**config.mk**
```make
export PLATFORM = sky130hd
export DESIGN_NAME = regfile_write_arbiter
export DESIGN_NICKNAME = d
export VERILOG_FILES = /design/src/rtl/regfile_write_arbiter.sv
export SDC_FILE = /design/constraint.sdc
export NUM_CORES = 1
export LEC_CHECK = 0
export ABC_AREA = 1
export ABC_CLOCK_PERIOD_IN_PS = 3800
export BUFFER_PORTS_ARGS = -buffer_cell sky130_fd_sc_hd__buf_2
export CAP_MARGIN = 20
export CORE_ASPECT_RATIO = 2
export CORE_MARGIN = 3
export CORE_UTILIZATION = 44
export DETAILED_ROUTE_END_ITERATION = 8
export PLACE_DENSITY_LB_ADDON = 0.12
export SYNTH_ARGS = -nofsm -noshare
export SYNTH_HDL_FRONTEND = slang
export SYNTH_SLANG_ARGS = --single-unit
```
**constraint.sdc**
```tcl
create_clock -name Clk -period 3.8 [get_ports Clk]
set_clock_uncertainty 0.2 [all_clocks]
set_input_delay 0.19 -clock Clk [delete_from_list [all_inputs] [get_ports Clk]]
set_output_delay 0.19 -clock Clk [all_outputs]
set_load 0.02 [all_outputs]
```
**src/rtl/regfile_write_arbiter.sv**
```systemverilog
// regfile_write_arbiter
//
// Shares the single 8x8 register-file write port between two writeback
// requesters: port A (ALU writeback) and port B (load writeback). Each port
// has a one-entry holding buffer behind a valid/ready handshake. An
// oldest-first, round-robin arbiter drains the buffers into a registered
// write stage. A pending-write mask is exported for decode-stage hazard logic.
//
// Ports
//   Clk            system clock, rising edge
//   Reset          synchronous, active-high reset
//   A_Valid        port A presents a write
//   A_Reg_Num[2:0] port A destination register
//   A_Data[7:0]    port A write data
//   A_Ready        port A transfer when A_Valid && A_Ready
//   B_Valid        port B presents a write
//   B_Reg_Num[2:0] port B destination register
//   B_Data[7:0]    port B write data
//   B_Ready        port B transfer when B_Valid && B_Ready
//   RegWrite       registered write enable to the register file
//   Write_Reg_Num  registered destination register
//   Write_Data     registered write data
//   Busy_Mask[7:0] bit r set while a write to r is buffered or in the write stage

module regfile_write_arbiter (
    input  logic       Clk,
    input  logic       Reset,
    input  logic       A_Valid,
    input  logic [2:0] A_Reg_Num,
    input  logic [7:0] A_Data,
    output logic       A_Ready,
    input  logic       B_Valid,
    input  logic [2:0] B_Reg_Num,
    input  logic [7:0] B_Data,
    output logic       B_Ready,
    output logic       RegWrite,
    output logic [2:0] Write_Reg_Num,
    output logic [7:0] Write_Data,
    output logic [7:0] Busy_Mask
);

    logic       hold_a_valid;
    logic [2:0] hold_a_reg;
    logic [7:0] hold_a_data;
    logic       hold_a_age;

    logic       hold_b_valid;
    logic [2:0] hold_b_reg;
    logic [7:0] hold_b_data;
    logic       hold_b_age;

    logic       rr_ptr;

    logic       grant_a;
    logic       grant_b;
    logic       rr_flip;
    logic       accept_a;
    logic       accept_b;

    // Age=1 marks the younger entry. Both ages set at once cannot occur:
    // an entry only gets age=1 while the other sits ungranted, and any grant
    // clears the survivor's age.
    always_comb begin
        grant_a = 1'b0;
        grant_b = 1'b0;
        rr_flip = 1'b0;
        if (hold_a_valid && hold_b_valid) begin
            if (hold_a_age != hold_b_age) begin
                grant_a = !hold_a_age;
                grant_b = hold_a_age;
            end else if (hold_a_reg == hold_b_reg) begin
                // Same-cycle writes to one register: A lands first, B last.
                grant_a = 1'b1;
            end else begin
                rr_flip = 1'b1;
                if (rr_ptr) begin
                    grant_b = 1'b1;
                end else begin
                    grant_a = 1'b1;
                end
            end
        end else begin
            grant_a = hold_a_valid;
            grant_b = hold_b_valid;
        end
    end

    assign A_Ready  = !Reset && (!hold_a_valid || grant_a);
    assign B_Ready  = !Reset && (!hold_b_valid || grant_b);
    assign accept_a = A_Valid && A_Ready;
    assign accept_b = B_Valid && B_Ready;

    always_ff @(posedge Clk) begin
        if (Reset) begin
            hold_a_valid  <= 1'b0;
            hold_a_reg    <= '0;
            hold_a_data   <= '0;
            hold_a_age    <= 1'b0;
            hold_b_valid  <= 1'b0;
            hold_b_reg    <= '0;
            hold_b_data   <= '0;
            hold_b_age    <= 1'b0;
            rr_ptr        <= 1'b0;
            RegWrite      <= 1'b0;
            Write_Reg_Num <= '0;
            Write_Data    <= '0;
        end else begin
            if (accept_a) begin
                hold_a_valid <= 1'b1;
                hold_a_reg   <= A_Reg_Num;
                hold_a_data  <= A_Data;
                hold_a_age   <= hold_b_valid && !grant_b;
            end else begin
                if (grant_a) begin
                    hold_a_valid <= 1'b0;
                end
                if (grant_a || grant_b) begin
                    hold_a_age <= 1'b0;
                end
            end

            if (accept_b) begin
                hold_b_valid <= 1'b1;
                hold_b_reg   <= B_Reg_Num;
                hold_b_data  <= B_Data;
                hold_b_age   <= hold_a_valid && !grant_a;
            end else begin
                if (grant_b) begin
                    hold_b_valid <= 1'b0;
                end
                if (grant_a || grant_b) begin
                    hold_b_age <= 1'b0;
                end
            end

            // After a round-robin decision the loser is favoured next time.
            if (rr_flip) begin
                rr_ptr <= grant_a;
            end

            RegWrite <= grant_a || grant_b;
            if (grant_a) begin
                Write_Reg_Num <= hold_a_reg;
                Write_Data    <= hold_a_data;
            end else if (grant_b) begin
                Write_Reg_Num <= hold_b_reg;
                Write_Data    <= hold_b_data;
            end
        end
    end

    always_comb begin
        Busy_Mask = '0;
        if (hold_a_valid) begin
            Busy_Mask[hold_a_reg] = 1'b1;
        end
        if (hold_b_valid) begin
            Busy_Mask[hold_b_reg] = 1'b1;
        end
        if (RegWrite) begin
            Busy_Mask[Write_Reg_Num] = 1'b1;
        end
    end

endmodule

```
==> results by group, run 1 <==
Setup path
  • CP max stage delay: 0.53 ns
  • Crit path required time: 3.41 ns
  • CP arrival: 1.87 ns
  • Crit path kind: reg2out
  • Worst Setup End Kind: primary output
  • Worst path cell trace: nand2_1 > nor2_2 > nand3_4 > a21oi_4 > buf_2
  • CP max-delay cell: dfxtp_1
  • CP Max Fanout: 13
  • Nature of the critical path startpoint: register

Flow run
  • Max Cap Viol: 0

Yosys
  • Synth top area cells: dfxtp_1 (40%), nand2_1 (17%), nand3_1 (16%)
  • Unique masters post-synth: 26
  • Top cell type's share of synthesized area: 40.1%
  • Post-synthesis async set-or-reset flop share: 0%
  • Top-count cell post-synth: nand2_1
  • Seq cells post-synth: 39
  • Post-synth EDFFs: 0
  • Yosys warning count: 0
  • Synth Area per Inst: 6.98 um2
  • Top post-synthesis cells by count: nand2_1 (88), nand3_1 (63), dfxtp_1 (39)
  • Largest area contributor in the netlist: dfxtp_1
  • Syn_nets: 305
  • Main synth FF type: dfxtp_1
  • Cells after Synth: 279
  • Sequential area share after synthesis: 40.1%
  • Mapped cell area: 0.00195 mm2

CTS
  • Sinks on the clock net: 39
  • Maximum clock path buffer count: 2
  • CTS clk-pin slew, worst paths: 0.08 ns
  • Worst skew pair latency: 0.29 ns
  • Cts hold-fix bufs: 24
  • Clock Tree Root: clkbuf_8
  • CTS H-tree depth: 2
  • TritonCTS clock tree: built
  • Setup Buffers After CTS: 0
  • CTS Buf Count: 5
  • PostCTS Resize Cnt: 0

STA
  • Worst-Margin Slew: 0.824 ns
  • RSZ-0062 raised after global routing: false
  • Setup TNS: 0 ns
  • Final min period: 2.26 ns
  • Final period util: 59.4%
  • Setup ws final: 1.54 ns
  • Worst rel slew slack: 44.8%
  • Final Hold Fails: 0
  • Final setup vio count: 0
  • Max Clk Rate: 443 MHz
  • Final slew viol count: 0

Place
  • # port buffers: 47
  • Pre-CTS WS: 1.85 ns
  • Final GP Congestion: 0.825
  • Dpl hpwl: 3760 um
  • Dpl cells: 367

Floorplanning
  • Io pins: 48
  • Die Y: 100 um
  • Rows: 33
  • Initial core utilization: 46.7%
  • Die area: 0.00531 mm2
  • Core area: 0.00417 mm2
  • Chip Width: 53.0 um

Finish
  • Largest regs: Write_Data: 8 flops, hold_a_data: 8 flops, hold_b_data: 8 flops
  • Syn-to-layout area delta: 30.0%
  • Final std cells w/o fill: 399
  • NumNets Final: 372
  • Proportion of layout cells with a drive suffix above 1: 20.2%
  • Number of diodes: 0
  • Fill count: 429

Detailed routing
  • WL final: 5220 um
  • First-pass DRT Iterations: 4
  • Vias per cell: 5.09
  • # DRC: 0
  • Antenna-violating nets left: 0
  • Vias: 2029
  • DR WL/cell: 13.1 um
  • Initial detailed-routing violation count: 54

Power
  • PD cells: 386 mW/mm2
  • Leakage: 1.29 nW
  • VDD IR-drop max: 0.262 mV

Status
  • Status: finished clean

Global routing
  • Vias in the first global route: 1873
  • First-pass GRT wire length: 8380 um
  • Initial antenna violation count: 0
  • Largest net degree at the start of global routing: 28
  • Tot GR Track Use: 21.2%
  • Grt ovf: 0

Hold path
  • Hold crit path type: in2reg
[stage by stage]
step | area (um2) | power (mW) | hold slack [ns] | util, %
2_1_floorplan | 1950 | 0.563 | 0.0524 | -
4_1_cts | 2530 | 0.984 | 0.0643 | 60.7
3_3_place_gp | 2170 | 0.609 | 0.185 | 52.1
3_5_place_dp | 2170 | 0.611 | 0.187 | 52.1
6_report | 2530 | 0.976 | 0.0730 | 60.7
5_1_grt | 2530 | 1.03 | 0.0902 | 60.7
[worst paths after layout]
check,from,to,slack [ns],cells after the start
worst max-delay path,hold_b_valid,B_Ready,1.54,5
worst min-delay path,B_Valid,hold_b_reg[1],0.07,3
worst max register to register,hold_b_valid,Write_Data[7],1.81,7
worst min register to register,Write_Data[2],Write_Data[2],0.25,2
[layout make-up]
| cell class | count | area, um2 | area share, % |
|---|---|---|---|
| well taps | 52 | 65.1 | 2.57 |
| clock buffers | 6 | 82.6 | 3.26 |
| flip-flops and latches | 39 | 781 | 30.8 |
| inverters | 38 | 143 | 5.64 |
| repair buffers | 72 | 483 | 19.1 |
| clock inverters | 2 | 35.0 | 1.38 |
| multi-input cells | 190 | 942 | 37.2 |
[cells in the final DEF (no fill, tap or decap), types with 2 or more instances in the layout]
| master | count |
|---|---|
| nand3_1 | 63 |
| dlygate4sd3_1 | 24 |
| nand3_2 | 2 |
| inv_1 | 35 |
| clkbuf_8 | 6 |
| nand4_1 | 4 |
| buf_2 | 47 |
| inv_2 | 3 |
| a21oi_2 | 2 |
| a31oi_1 | 2 |
| nand3_4 | 2 |
| o221ai_1 | 6 |
| dfxtp_1 | 39 |
| o41ai_1 | 2 |
| nor2_1 | 8 |
| o21ai_0 | 3 |
| nand2_1 | 88 |
[kinds of logic (layout without fill, tap and decap cells)]
| family | count (synthesis) | in the layout | share of synthesized area [%] |
|---|---|---|---|
| and+or+nand+nor | 172 | 172 | 40.9 |
| buffers and inverters | 50 | 118 | 11.5 |
| DFF | 39 | 39 | 40.1 |
| AOI/OAI and AO/OA | 17 | 17 | 7.01 |
| xor gates and xnor gates | 1 | 1 | 0.450 |
[critical path, delay by kind of cell (launching register included)]
kind	cells	cell delay, ns
AO/OA/AOI/OAI	1	0.33
buffers and inverters	1	0.24
flip-flops	1	0.53
AND/OR/NAND/NOR	3	0.47
[per-layer routing]
layer  routed length (um)  track usage [%]
met1                 1990             22.3
met4                  125             9.06
met2                 2940             39.7
met3                  160             2.82
met5                    0                0
[power breakdown]
group | switching, mW | internal [mW]
Clock | 0.144 | 0.212
Combinational | 0.0959 | 0.0657
Sequential | 0.0230 | 0.435
Power figures use the tool's default switching activity.
==> inputs of run 2 (changes only) <==
--- a/config.mk
+++ b/config.mk
@@ -5,8 +5,8 @@
 export SDC_FILE = /design/constraint.sdc
 export NUM_CORES = 1
 export LEC_CHECK = 0
-export ABC_AREA = 1
-export ABC_CLOCK_PERIOD_IN_PS = 3800
+export ABC_AREA = 0
+export ABC_CLOCK_PERIOD_IN_PS = 2100
 export BUFFER_PORTS_ARGS = -buffer_cell sky130_fd_sc_hd__buf_2
 export CAP_MARGIN = 20
 export CORE_ASPECT_RATIO = 2
==> constraint.sdc (replaced) <==
create_clock -name Clk -period 2.1 [get_ports Clk]
set_clock_uncertainty 0.2 [all_clocks]
set_input_delay 0.105 -clock Clk [delete_from_list [all_inputs] [get_ports Clk]]
set_output_delay 0.105 -clock Clk [all_outputs]
set_load 0.02 [all_outputs]
==> results by group, run 2 <==
Status
  • Status: finished clean

Finish
  • Syn-to-layout area delta: 31.1%
  • Fill count: 477 (+11%)
  • Proportion of layout cells with a drive suffix above 1: 27.1% (+6.9 points)
  • Largest regs: Write_Data: 8 flops, hold_a_data: 8 flops, hold_b_data: 8 flops
  • Final std cells w/o fill: 400 (+0.25%)
  • Most frequent cells in the layout: nand2_1 (49), buf_2 (47), dfxtp_1 (37)
  • Most common cell after layout, fill and taps aside: nand2_1
  • NumNets Final: 368 (-1.1%)
  • Number of diodes: 0 (unchanged)

STA
  • Worst rel slew slack: 68.6% (+24 points)
  • Final setup vio count: 0 (unchanged)
  • Final period util: 97.1%
  • RSZ-0062 raised after global routing: false
  • Worst-Margin Slew: 0.470 ns (-0.354 ns)
  • Final slew viol count: 0 (unchanged)
  • Final min period: 2.04 ns
  • Setup ws final: 0.0607 ns (-1.48 ns)
  • Setup TNS: 0 ns (unchanged)
  • Final Hold Fails: 0 (unchanged)
  • Max Clk Rate: 490 MHz
  • Hold Slack: 0.252 ns (+0.179 ns)

Setup path
  • CP max-delay cell: dfxtp_1
  • CP Max Fanout: 4 (-9)
  • Nature of the critical path startpoint: register
  • Worst path cell trace: xnor2_2 > a311o_1 > nand2_1 > a21oi_1 > buf_2
  • Worst Setup End Kind: primary output
  • Crit path required time: 1.79 ns (-1.62 ns)
  • CP max stage delay: 0.34 ns (-0.19 ns)
  • Crit path kind: reg2out
  • CP arrival: 1.73 ns (-0.14 ns)

Detailed routing
  • DR WL/cell: 16.7 um (+27%)
  • WL final: 6660 um (+28%)
  • Antenna-violating nets left: 0 (unchanged)
  • Vias per cell: 5.73 (+13%)
  • # DRC: 0 (unchanged)
  • First-pass DRT Iterations: 4 (unchanged)
  • Vias: 2291 (+13%)
  • Initial detailed-routing violation count: 78 (+44%)

Yosys
  • Yosys warning count: 0 (unchanged)
  • Unique masters post-synth: 43 (+65%)
  • Top post-synthesis cells by count: nand2_1 (49), dfxtp_1 (39), mux2i_1 (33)
  • Cells after Synth: 270 (-3.2%)
  • Post-synth EDFFs: 0 (unchanged)
  • Largest area contributor in the netlist: dfxtp_1
  • Synth top area cells: dfxtp_1 (34%), mux2i_1 (14%), nand2_1 (8.0%)
  • Seq cells post-synth: 39 (unchanged)
  • Top cell type's share of synthesized area: 34.0% (-6.1 points)
  • Sequential area share after synthesis: 34.0% (-6.1 points)
  • Post-synthesis async set-or-reset flop share: 0% (unchanged)
  • Mapped cell area: 0.00230 mm2 (+18%)
  • Main synth FF type: dfxtp_1
  • Top-count cell post-synth: nand2_1
  • Syn_nets: 296 (-3.0%)
  • Synth Area per Inst: 8.50 um2 (+22%)

Floorplanning
  • Io pins: 48 (unchanged)
  • Chip Width: 57.1 um (+7.6%)
  • Die area: 0.00617 mm2 (+16%)
  • Rows: 36 (+9.1%)
  • Die Y: 108 um (+8.1%)
  • Initial core utilization: 46.3% (-0.35 points)
  • Core area: 0.00495 mm2 (+19%)

CTS
  • CTS clk-pin slew, worst paths: 0.08 ns (about the same)
  • TritonCTS clock tree: built
  • CTS Buf Count: 5 (unchanged)
  • Worst skew pair latency: 0.30 ns (about the same)
  • CTS H-tree depth: 2 (unchanged)
  • Sinks on the clock net: 39 (unchanged)
  • Maximum clock path buffer count: 2 (unchanged)
  • Clock Tree Root: clkbuf_8

Place
  • # port buffers: 47 (unchanged)
  • Dpl cells: 364 (-0.82%)
  • Pre-CTS WS: 0.253 ns (-1.60 ns)
  • Dpl hpwl: 4750 um (+26%)
  • Final GP Congestion: 0.865 (+4.9%)

Global routing
  • Grt ovf: 0 (unchanged)
  • Met3 usage: 3.23% (+0.40 points)
  • Routing usage on met1: 24.4% (+2.1 points)
  • First-pass GRT wire length: 11200 um (+34%)
  • GRT busiest layer: met2
  • Met2 GRT Util: 43.1% (+3.5 points)
  • Tot GR Track Use: 23.3% (+2.1 points)
  • Initial antenna violation count: 0 (unchanged)
  • Largest net degree at the start of global routing: 37 (+32%)
  • Vias in the first global route: 2279 (+22%)

Hold path
  • Hold crit path type: reg2reg

Power
  • Total power: 1.94 mW (+99%)
  • Leakage: 1.25 nW (-2.7%)
  • VDD IR-drop max: 0.724 mV (+180%)
  • PD cells: 645 mW/mm2 (+67%)

Flow run
  • Max Cap Viol: 0 (unchanged)
run 2: cells by family (layout without fill, tap and decap cells):
| family | Yosys count | after routing | share of synthesized area (%) |
|---|---|---|---|
| muxes | 33 | 33 | 14.4 |
| buffers and inverters | 31 | 104 | 6.87 |
| and+or+nand+nor | 112 | 112 | 24.3 |
| DFF | 39 | 39 | 34.0 |
| xor gates and xnor gates | 3 | 3 | 2.13 |
| AOI/OAI and AO/OA | 52 | 52 | 18.4 |
run 2: power by group:
part	switching, mW	internal, mW
combinational	0.202	0.170
clock	0.275	0.475
sequential	0.0373	0.782
total	0.514	1.43
run 2: timing repair:
action | in CTS | in global routing
endpoints found under the hold margin | 27 | 0
buffers inserted | 0 | 3
pin swaps | 0 | 2
resized for setup | 1 | 3
hold buffers | 25 | 0
setup endpoints to repair | 1 | 6
run 2: cell type report:
type / instances / area (um2) / area share (%)
Clock buffer: 6 / 72.6 / 2.41
Clock inverter: 2 / 60.1 / 2.00
Inverter: 5 / 18.8 / 0.623
Multi-Input combinational cell: 200 / 1360 / 45.2
Sequential cell: 39 / 783 / 26.0
Tap cell: 57 / 71.3 / 2.37
Timing Repair Buffer: 91 / 644 / 21.4
run 2: routing by layer:
layer  vias up  wire length (um)  share of wire, %
met5         -                 0                 0
met4         0               294               4.4
met3        21               269               4.0
met2        67              3710                56
met1      1090              2390                36
li1       1113                 -                 -
run 2: per-stage QoR:
stage	util [%]	area [um2]
6_report	60.8	3010
5_1_grt	60.8	3010
4_1_cts	60.2	2980
3_5_place_dp	52.4	2600
3_3_place_gp	52.4	2600
2_1_floorplan	-	2300
run 2: final timing paths:
check / start / end / slack [ns] / cells past startpoint
worst max-delay path: hold_b_reg[0] / A_Ready / 0.06 / 5
worst min-delay path: hold_a_data[2] / hold_a_data[2] / 0.25 / 2
worst max register to register: hold_b_reg[0] / Write_Reg_Num[2] / 0.20 / 5
worst min register to register: hold_a_data[2] / hold_a_data[2] / 0.25 / 2
run 2: critical path, delay by kind of cell (launching register included):
kind | cells | cell delay (ns)
flops | 1 | 0.34
compound gates | 2 | 0.50
xor+xnor | 1 | 0.31
simple gates | 1 | 0.10
buf+inv | 1 | 0.19
